`src/rtl/mem_port_arbiter_if.sv`:
```
// Fetch-side, data-side and memory-side signals of mem_port_arbiter.
// The slave modport is the arbiter's view; the master modport is the core/memory view.
interface mem_port_arbiter_if #(
  parameter int WIDTH = 32
);
  logic             i_if_req;
  logic [WIDTH-1:0] i_if_addr;
  logic             o_if_gnt;
  logic             o_if_valid;
  logic [WIDTH-1:0] o_if_rdata;

  logic             i_dm_req;
  logic             i_dm_we;
  logic [WIDTH-1:0] i_dm_addr;
  logic [WIDTH-1:0] i_dm_wdata;
  logic             o_dm_gnt;
  logic             o_dm_valid;
  logic [WIDTH-1:0] o_dm_rdata;

  logic             o_mem_en;
  logic             o_mem_we;
  logic [WIDTH-1:0] o_mem_addr;
  logic [WIDTH-1:0] o_mem_wdata;
  logic [WIDTH-1:0] i_mem_rdata;

  logic             o_stall_F;
  logic             o_stall_MEM;

  modport slave (
    input  i_if_req, i_if_addr,
    output o_if_gnt, o_if_valid, o_if_rdata,
    input  i_dm_req, i_dm_we, i_dm_addr, i_dm_wdata,
    output o_dm_gnt, o_dm_valid, o_dm_rdata,
    output o_mem_en, o_mem_we, o_mem_addr, o_mem_wdata,
    input  i_mem_rdata,
    output o_stall_F, o_stall_MEM
  );

  modport master (
    output i_if_req, i_if_addr,
    input  o_if_gnt, o_if_valid, o_if_rdata,
    output i_dm_req, i_dm_we, i_dm_addr, i_dm_wdata,
    input  o_dm_gnt, o_dm_valid, o_dm_rdata,
    input  o_mem_en, o_mem_we, o_mem_addr, o_mem_wdata,
    output i_mem_rdata,
    input  o_stall_F, o_stall_MEM
  );
endinterface

```
`src/rtl/mem_port_arbiter.sv`:
```
// Arbitrates fetch (IF) and data (DM) requests onto one fixed-latency single-ported memory.
// Optional macro ARB_STARVE_GUARD_EN bounds consecutive DM grants while a fetch is waiting.
module mem_port_arbiter #(
  parameter int WIDTH      = 32,
  parameter int MEM_LAT    = 2,
  parameter int STARVE_MAX = 4
) (
  input  logic                i_clk,
  input  logic                i_rst,
  mem_port_arbiter_if.slave   bus
);

  localparam int CW = $clog2(MEM_LAT + 1);
  // Register holds cycles remaining after the grant cycle, so completion lands at t+MEM_LAT.
  localparam logic [CW-1:0] LAT_LOAD = CW'(MEM_LAT - 1);
  localparam logic [CW-1:0] CNT_ONE  = CW'(1);
  localparam logic [CW-1:0] CNT_ZERO = CW'(0);

  typedef enum logic [1:0] {
    ST_IDLE    = 2'd0,
    ST_BUSY_IF = 2'd1,
    ST_BUSY_DM = 2'd2
  } state_t;

  state_t           r_state;
  state_t           w_state_nxt;
  logic [CW-1:0]    r_lat_cnt;
  logic [CW-1:0]    w_lat_cnt_nxt;
  logic             r_dm_we;
  logic             w_dm_we_nxt;

  logic             w_arb;
  logic             w_starve_force;
  logic             w_if_gnt;
  logic             w_dm_gnt;
  logic             w_if_valid;
  logic             w_dm_valid;
  logic             w_mem_en;
  logic             w_mem_we;
  logic [WIDTH-1:0] w_mem_addr;
  logic [WIDTH-1:0] w_mem_wdata;

  always_ff @(posedge i_clk or posedge i_rst) begin
    if (i_rst) begin
      r_state   <= ST_IDLE;
      r_lat_cnt <= CNT_ZERO;
      r_dm_we   <= 1'b0;
    end else begin
      r_state   <= w_state_nxt;
      r_lat_cnt <= w_lat_cnt_nxt;
      r_dm_we   <= w_dm_we_nxt;
    end
  end

  always_comb begin
    w_state_nxt   = r_state;
    w_lat_cnt_nxt = r_lat_cnt;
    w_dm_we_nxt   = r_dm_we;
    w_arb         = 1'b0;
    w_if_valid    = 1'b0;
    w_dm_valid    = 1'b0;
    w_if_gnt      = 1'b0;
    w_dm_gnt      = 1'b0;
    w_mem_en      = 1'b0;
    w_mem_we      = 1'b0;
    w_mem_addr    = {WIDTH{1'b0}};
    w_mem_wdata   = {WIDTH{1'b0}};

    case (r_state)
      ST_IDLE: begin
        w_arb = 1'b1;
      end
      ST_BUSY_IF: begin
        if (r_lat_cnt == CNT_ZERO) begin
          w_if_valid  = bus.i_if_req;
          w_state_nxt = ST_IDLE;
          w_arb       = 1'b1;
        end else begin
          w_lat_cnt_nxt = r_lat_cnt - CNT_ONE;
        end
      end
      ST_BUSY_DM: begin
        if (r_lat_cnt == CNT_ZERO) begin
          w_dm_valid  = bus.i_dm_req;
          w_state_nxt = ST_IDLE;
          w_arb       = 1'b1;
        end else begin
          w_lat_cnt_nxt = r_lat_cnt - CNT_ONE;
        end
      end
      default: begin
        w_state_nxt = ST_IDLE;
      end
    endcase

    // Reset gates arbitration so nothing is issued while rst is high.
    if (w_arb && !i_rst) begin
      if (bus.i_dm_req && !(bus.i_if_req && w_starve_force)) begin
        w_dm_gnt      = 1'b1;
        w_mem_en      = 1'b1;
        w_mem_we      = bus.i_dm_we;
        w_mem_addr    = bus.i_dm_addr;
        w_mem_wdata   = bus.i_dm_wdata;
        w_dm_we_nxt   = bus.i_dm_we;
        w_state_nxt   = ST_BUSY_DM;
        w_lat_cnt_nxt = LAT_LOAD;
      end else if (bus.i_if_req) begin
        w_if_gnt      = 1'b1;
        w_mem_en      = 1'b1;
        w_mem_addr    = bus.i_if_addr;
        w_state_nxt   = ST_BUSY_IF;
        w_lat_cnt_nxt = LAT_LOAD;
      end else begin
        w_mem_en = 1'b0;
      end
    end else begin
      w_mem_en = 1'b0;
    end
  end

`ifdef ARB_STARVE_GUARD_EN
  localparam int SW = $clog2(STARVE_MAX + 1);
  localparam logic [SW-1:0] STARVE_LIM = SW'(STARVE_MAX);
  localparam logic [SW-1:0] STARVE_ONE = SW'(1);
  localparam logic [SW-1:0] STARVE_ZERO = SW'(0);

  logic [SW-1:0] r_starve_cnt;

  // Counts DM grants that overtook a waiting fetch; saturates at the limit.
  always_ff @(posedge i_clk or posedge i_rst) begin
    if (i_rst) begin
      r_starve_cnt <= STARVE_ZERO;
    end else if (!bus.i_if_req || w_if_gnt) begin
      r_starve_cnt <= STARVE_ZERO;
    end else if (w_dm_gnt && (r_starve_cnt != STARVE_LIM)) begin
      r_starve_cnt <= r_starve_cnt + STARVE_ONE;
    end else begin
      r_starve_cnt <= r_starve_cnt;
    end
  end

  assign w_starve_force = (r_starve_cnt == STARVE_LIM);
`else
  assign w_starve_force = 1'b0;
`endif

  assign bus.o_if_gnt    = w_if_gnt;
  assign bus.o_dm_gnt    = w_dm_gnt;
  assign bus.o_if_valid  = w_if_valid;
  assign bus.o_dm_valid  = w_dm_valid;
  assign bus.o_if_rdata  = w_if_valid ? bus.i_mem_rdata : {WIDTH{1'b0}};
  // A completed store carries no read data.
  assign bus.o_dm_rdata  = (w_dm_valid && !r_dm_we) ? bus.i_mem_rdata : {WIDTH{1'b0}};
  assign bus.o_mem_en    = w_mem_en;
  assign bus.o_mem_we    = w_mem_we;
  assign bus.o_mem_addr  = w_mem_addr;
  assign bus.o_mem_wdata = w_mem_wdata;
  assign bus.o_stall_F   = bus.i_if_req & ~w_if_valid;
  assign bus.o_stall_MEM = bus.i_dm_req & ~w_dm_valid;

endmodule

```
`src/flat_wrapper.sv`:
```
// flat-port wrapper written by rule: the top's interface ports become plain ports
module mem_port_arbiter_flat 
#(
  parameter int WIDTH      = 32,
  parameter int MEM_LAT    = 2,
  parameter int STARVE_MAX = 4
)
  (i_clk, i_rst, bus_i_if_req, bus_i_if_addr, bus_o_if_gnt, bus_o_if_valid, bus_o_if_rdata, bus_i_dm_req, bus_i_dm_we, bus_i_dm_addr, bus_i_dm_wdata, bus_o_dm_gnt, bus_o_dm_valid, bus_o_dm_rdata, bus_o_mem_en, bus_o_mem_we, bus_o_mem_addr, bus_o_mem_wdata, bus_i_mem_rdata, bus_o_stall_F, bus_o_stall_MEM);
  mem_port_arbiter_if #(.WIDTH(WIDTH)) bus_i ();
  input  logic i_clk;
  input  logic i_rst;
  input wire logic [$bits(bus_i.i_if_req)-1:0] bus_i_if_req;
  input wire logic [$bits(bus_i.i_if_addr)-1:0] bus_i_if_addr;
  output wire logic [$bits(bus_i.o_if_gnt)-1:0] bus_o_if_gnt;
  output wire logic [$bits(bus_i.o_if_valid)-1:0] bus_o_if_valid;
  output wire logic [$bits(bus_i.o_if_rdata)-1:0] bus_o_if_rdata;
  input wire logic [$bits(bus_i.i_dm_req)-1:0] bus_i_dm_req;
  input wire logic [$bits(bus_i.i_dm_we)-1:0] bus_i_dm_we;
  input wire logic [$bits(bus_i.i_dm_addr)-1:0] bus_i_dm_addr;
  input wire logic [$bits(bus_i.i_dm_wdata)-1:0] bus_i_dm_wdata;
  output wire logic [$bits(bus_i.o_dm_gnt)-1:0] bus_o_dm_gnt;
  output wire logic [$bits(bus_i.o_dm_valid)-1:0] bus_o_dm_valid;
  output wire logic [$bits(bus_i.o_dm_rdata)-1:0] bus_o_dm_rdata;
  output wire logic [$bits(bus_i.o_mem_en)-1:0] bus_o_mem_en;
  output wire logic [$bits(bus_i.o_mem_we)-1:0] bus_o_mem_we;
  output wire logic [$bits(bus_i.o_mem_addr)-1:0] bus_o_mem_addr;
  output wire logic [$bits(bus_i.o_mem_wdata)-1:0] bus_o_mem_wdata;
  input wire logic [$bits(bus_i.i_mem_rdata)-1:0] bus_i_mem_rdata;
  output wire logic [$bits(bus_i.o_stall_F)-1:0] bus_o_stall_F;
  output wire logic [$bits(bus_i.o_stall_MEM)-1:0] bus_o_stall_MEM;
  assign bus_i.i_if_req = bus_i_if_req;
  assign bus_i.i_if_addr = bus_i_if_addr;
  assign bus_o_if_gnt = bus_i.o_if_gnt;
  assign bus_o_if_valid = bus_i.o_if_valid;
  assign bus_o_if_rdata = bus_i.o_if_rdata;
  assign bus_i.i_dm_req = bus_i_dm_req;
  assign bus_i.i_dm_we = bus_i_dm_we;
  assign bus_i.i_dm_addr = bus_i_dm_addr;
  assign bus_i.i_dm_wdata = bus_i_dm_wdata;
  assign bus_o_dm_gnt = bus_i.o_dm_gnt;
  assign bus_o_dm_valid = bus_i.o_dm_valid;
  assign bus_o_dm_rdata = bus_i.o_dm_rdata;
  assign bus_o_mem_en = bus_i.o_mem_en;
  assign bus_o_mem_we = bus_i.o_mem_we;
  assign bus_o_mem_addr = bus_i.o_mem_addr;
  assign bus_o_mem_wdata = bus_i.o_mem_wdata;
  assign bus_i.i_mem_rdata = bus_i_mem_rdata;
  assign bus_o_stall_F = bus_i.o_stall_F;
  assign bus_o_stall_MEM = bus_i.o_stall_MEM;
  mem_port_arbiter #(.WIDTH(WIDTH), .MEM_LAT(MEM_LAT), .STARVE_MAX(STARVE_MAX)) u_core (.i_clk(i_clk), .i_rst(i_rst), .bus(bus_i));
endmodule
```
`config.mk`:
```
export PLATFORM = sky130hd
export DESIGN_NAME = mem_port_arbiter_flat
export DESIGN_NICKNAME = d
export VERILOG_FILES = /design/src/rtl/mem_port_arbiter_if.sv /design/src/rtl/mem_port_arbiter.sv /design/src/flat_wrapper.sv
export SDC_FILE = /design/constraint.sdc
export NUM_CORES = 1
export LEC_CHECK = 0
export CAP_MARGIN = 0
export CORE_AREA = 5 5 101 103
export CTS_CLUSTER_DIAMETER = 60
export CTS_CLUSTER_SIZE = 14
export DETAILED_ROUTE_END_ITERATION = 8
export DIE_AREA = 0 0 106 108
export GPL_TIMING_DRIVEN = 1
export PLACE_DENSITY = 0.75
export RECOVER_POWER = 25
export SLEW_MARGIN = 10
export SYNTH_ARGS = -nofsm -noshare
export SYNTH_HDL_FRONTEND = slang
export SYNTH_SLANG_ARGS = --single-unit
```
`constraint.sdc`:
```
create_clock -name i_clk -period 1.63 [get_ports i_clk]
set_clock_uncertainty 0.1 [all_clocks]
set_input_delay 0.163 -clock i_clk [delete_from_list [all_inputs] [get_ports i_clk]]
set_output_delay 0.163 -clock i_clk [all_outputs]
set_load 0.01 [all_outputs]
```
* Yosys cells after proc, flatten, opt, wreduce, memory -nomap -nowiden
Index checks and enable logic that the tools add are counted.
Storage, ports and cells: register bits 5, input bits 133
Operators by class: add/sub/neg operators 1, eq/ne operators 2, mux-type cells 32, bitwise gates (word level) 4, reductions and logical operators 8
Operator list (number):
- $mux 32 | 7
- $mux 2 | 9
- $mux 1 | 14
- $logic_not 2->1 | 2
- $pmux 2 s2 | 1
- $and 1x1->1 | 2
- $eq 2x1->1 const B | 1
- $eq 2x2->1 const B | 1
- $logic_and 1x1->1 | 2
- $logic_not 1->1 | 2
- $not 1->1 | 2
- $pmux 1 s2 | 1
- $reduce_and 2->1 | 1
- $reduce_or 2->1 | 1
- $sub 2x1->2 const B | 1

* Depth between registers and ports, before layout
Gate-level depths: netlist of the first run.
depth in word-level cells 6, depth in mapped cells 6, depth with buffers taken out 5

* Worst setup path after synthesis of the first run
No wires, ideal clock.
path type register to output, from register u_core.r_state[1], to output port bus_o_mem_addr[10], arrival 1.503 ns, required time 1.367 ns, setup slack -0.136 ns, cell stages (with the launch flop) 7, buffers on the path 1, path through dfrtp_1 > inv_1 > ha_1 > nor3b_4 > o21ai_2 > buf_2 > nor2_1
On the way: word-level cells in the longest chain between the ends 5
RTL lines:
- start, declared | RTL line mem_port_arbiter.sv:25 | state_t r_state;
- start signal, assigned | RTL line mem_port_arbiter.sv:49 | r_state <= w_state_nxt;
- $eq 2x1->1 / $eq 2x2->1 (equally long branches) | RTL line mem_port_arbiter.sv:69 | case (r_state)
- $reduce_or 2->1 (no source line)
- $pmux 1 s2 (*) | RTL line mem_port_arbiter.sv:69
- $logic_and 1x1->1 (*) | RTL line mem_port_arbiter.sv:97 | if (w_arb && !i_rst) begin
- $mux 32 (*) | RTL line mem_port_arbiter.sv:97
- end, declared | RTL line flat_wrapper.sv:26 | output wire logic [$bits(bus_i.o_mem_addr)-1:0] bus_o_mem_addr;
Mark *: on every way between the ends. The rest lies on a longest branch, timed or not.

* Worst setup path in the final report of the first run
from register u_core.r_state[0], to output port bus_o_mem_addr[28]
The elaborated chain is that of the path after synthesis.

==> flow_metrics.py, run 1 <==
metrics = {
    "sta": {
        "rsz0062_at_grt": "true",
        "final-setup-viol-count": 140,
        "max_freq_ghz": 0.458,
        "setup_slack_ps": -551,
        "layout_min_cycle_time_ps": 2180,
        "worst_pin_slew_ps": 447,
        "max-slew-margin-rel_pct": 70.1,
        "finalCritPeriodShare_pct": 134,
        "finalSetupTns_ps": -55290,
        "hold_viol_final": 0,
        "final-max-slew-violation-count": 0,
    },
    "cells_and_area": {
        "n_antenna_cell": 0,
        "area_growth_pct": 237,
        "layout-drive-gt1-share_pct": 54.4,
        "final_core_util_pct": 55.4,
        "finalInstanceArea_sq_um": 5050,
        "nets": 678,
    },
    "pwr": {
        "p_switching_uw": 1770,
        "switching_share_pct": 41.2,
        "p_int_uw": 2530,
        "pwr-share-comb_pct": 89.3,
        "ir_drop_uv": 521,
        "power_uw": 4290,
        "p_seq_share_pct": 5.2,
        "p_leak_uw": 0.00240,
        "clockPowerShare_pct": 5.5,
        "powerDensity_nw_per_um2": 851,
    },
    "place": {
        "pre_cts_slack_ps": -761,
        "routabilityCongestion": 0.855,
        "port_buffers": 268,
        "hpwl_um": 8860,
        "dpl_cell_area_sq_um": 4640,
    },
    "hold_path": {
        "hold_class": "input pin to asynchronous set/reset pin",
    },
    "global_route": {
        "antenna_found_initial": 0,
        "grt_use_total_pct": 18.6,
        "grt_pass1_vias": 3191,
        "grt_pass1_wl_um": 17000,
        "gr-total-overflow": 0,
        "grt_max_degree": 34,
    },
    "floorplan": {
        "die_y_um": 108,
        "core-area_sq_um": 9110,
        "initial_core_util_pct": 16.4,
        "rows": 35,
        "ios": 269,
        "die_w_um": 106,
        "die_area_sq_um": 11400,
    },
    "synthesis": {
        "synth_cell_types": 26,
        "yosys-top-cells-count": "64 x and2_1, 37 x nor2_1, 35 x and3_1, 32 x a22oi_1, 8 x clkbuf_1",
        "synth.net_count": 363,
        "synth.avg_cell_area_sq_um": 6.62,
        "synth.most_common_cell": "and2_1",
        "netlist_instances": 226,
        "yosysWarnings": 0,
        "ys.flop_type": "dfrtp_1",
        "seq_area_frac_synth_pct": 8.37,
        "synth.cell_area_sq_um": 1500,
        "synth-edff-count": 0,
        "ys_ff_latch": 5,
        "synth_area_leader_cell": "and2_1",
        "synthTopCellsByArea": "and2_1 27%, a22oi_1 16%, and3_1 15%, nor2_1 9.3%, dfrtp_1 8.4%",
        "synth_top_area_share_pct": 26.8,
        "ys_async_sr_fraction_pct": 100,
    },
    "routing": {
        "drt-initial-drc-count": 99,
        "wl_per_cell_um": 18.1,
        "drc": 0,
        "vias_per_cell": 4.56,
        "firstDrtPassIters": 4,
        "routed_wl_um": 11800,
        "ant_nets": 0,
        "via_count": 2968,
    },
    "run_status": {
        "failed_checks": "setup timing",
        "outcome": "finished with violations",
    },
    "cts": {
        "cts_tree": "yes",
        "cts_sinks": 5,
        "clock_latency_ps": 220,
        "cts-htree-levels": 1,
        "clk_pin_slew_ps": 40,
        "cts.root.buffer_cell": "clkbuf_8",
        "cts_max_path_buffers": 2,
        "cts_made_buffers": 3,
    },
    "critical_path": {
        "worstPathArrival_ps": 1920,
        "crit_fanout": 5,
        "end_kind": "output pin",
        "r2r_setup_slack_ps": -530,
        "critPathKind": "flop to output pin",
        "required_ps": 1370,
        "start_kind": "flop",
    },
    "run": {
        "maxCapViolCount": 0,
    },
}
==> flip-flops by register name, summed over array words and instances, names as in the netlist <==
| signal | flops |
|---|---|
| u_core.r_lat_cnt | 2 |
| u_core.r_state | 2 |
| u_core.r_dm_we | 1 |
==> power groups by stage <==
| stage | clock network, uW | registers, uW | logic (uW) |
|---|---|---|---|
| 2_1_floorplan | 0 | 211 | 1260 |
| 3_3_place_gp | 0 | 211 | 2810 |
| 3_5_place_dp | 0 | 211 | 2860 |
| 4_1_cts | 237 | 210 | 3560 |
| 5_1_grt | 248 | 230 | 4070 |
| 6_report | 234 | 223 | 3840 |
==> path summary, 6_finish.rpt <==
path	startpoint	cells after the start	end
worst max register to register	u_core.r_state[0]	9	u_core.r_dm_we
min in group i_clk	bus_i_dm_req	3	u_core.r_state[1]
worst min-delay path	i_rst	2	u_core.r_state[0]
worst min register to register	u_core.r_dm_we	2	u_core.r_dm_we
worst max-delay path	u_core.r_state[0]	9	bus_o_mem_addr[28]
max in group asynchronous	i_rst	2	u_core.r_lat_cnt[1]
==> routing by layer <==
metal / GRT usage, % / routed length [um]
met2: 35.7 / 6250
met4: 6.01 / 257
met3: 5.01 / 977
met5: 0 / 0
met1: 19.6 / 4300
==> logic make-up (layout without fill, tap and decap cells) <==
logic type / count (synthesis) / after routing / synth area share [%]
muxes: 1 / 1 / 0.753
and+or+nand+nor: 141 / 141 / 53.8
AOI/OAI and AO/OA: 44 / 49 / 22.9
buffers and inverters: 31 / 340 / 10.8
adders and majority gates: 4 / 4 / 3.35
DFF: 5 / 5 / 8.37
==> critical path: stages (launching register included) <==
cell	delay [ps]
dfrtp_1	380
inv_2	90
ha_4	200
nor3b_4	160
buf_6	130
buf_6	120
o21ai_4	250
buf_6	180
nor2_2	30
buf_2	140
==> final cells by class <==
class / count / area, sq um
Timing Repair Buffer: 329 / 3040
Sequential cell: 5 / 128
Clock buffer: 4 / 45.0
Inverter: 7 / 26.3
Multi-Input combinational cell: 195 / 1670
Tap cell: 111 / 139
Fill cell: 811 / 4060
==> placed cells by master (no fill, tap or decap), drive strengths merged, types with 2 or more instances in the layout <==
cell           netlist  layout
a21boi               2       2
a22oi               32      32
and2                64      64
and3                35      35
buf                 11     197
clkbuf              13       5
clkdlybuf4s50        0     130
dfrtp                5       5
ha                   4       4
inv                  7       7
nor2                37      37
nor2b                2       2
o211ai               2       2
o21a                 1       5
o21ai                2       3
==> through the flow <==
stage,hold WS (ps),cells
after floorplan,-158,226
after global placement,324,614
after detailed placement,329,614
after CTS,117,647
after global routing,267,651
final,246,651
==> what timing repair did <==
item,4_1_cts,5_1_grt
buffers inserted,22,7
hold buffers,0,0
resized for setup,636,62
gates cloned,8,1
endpoints found under the setup margin,141,141
pin swaps,60,20
Power figures use the tool's default switching activity.
==> run 2: changes to the inputs <==
--- a/config.mk
+++ b/config.mk
@@ -5,6 +5,7 @@
 export SDC_FILE = /design/constraint.sdc
 export NUM_CORES = 1
 export LEC_CHECK = 0
+export ABC_CLOCK_PERIOD_IN_PS = 1630
 export CAP_MARGIN = 0
 export CORE_AREA = 5 5 101 103
 export CTS_CLUSTER_DIAMETER = 60
==> results of run 2 <==
Same layout as run 1: the final DEF is identical, and so are final timing and power.
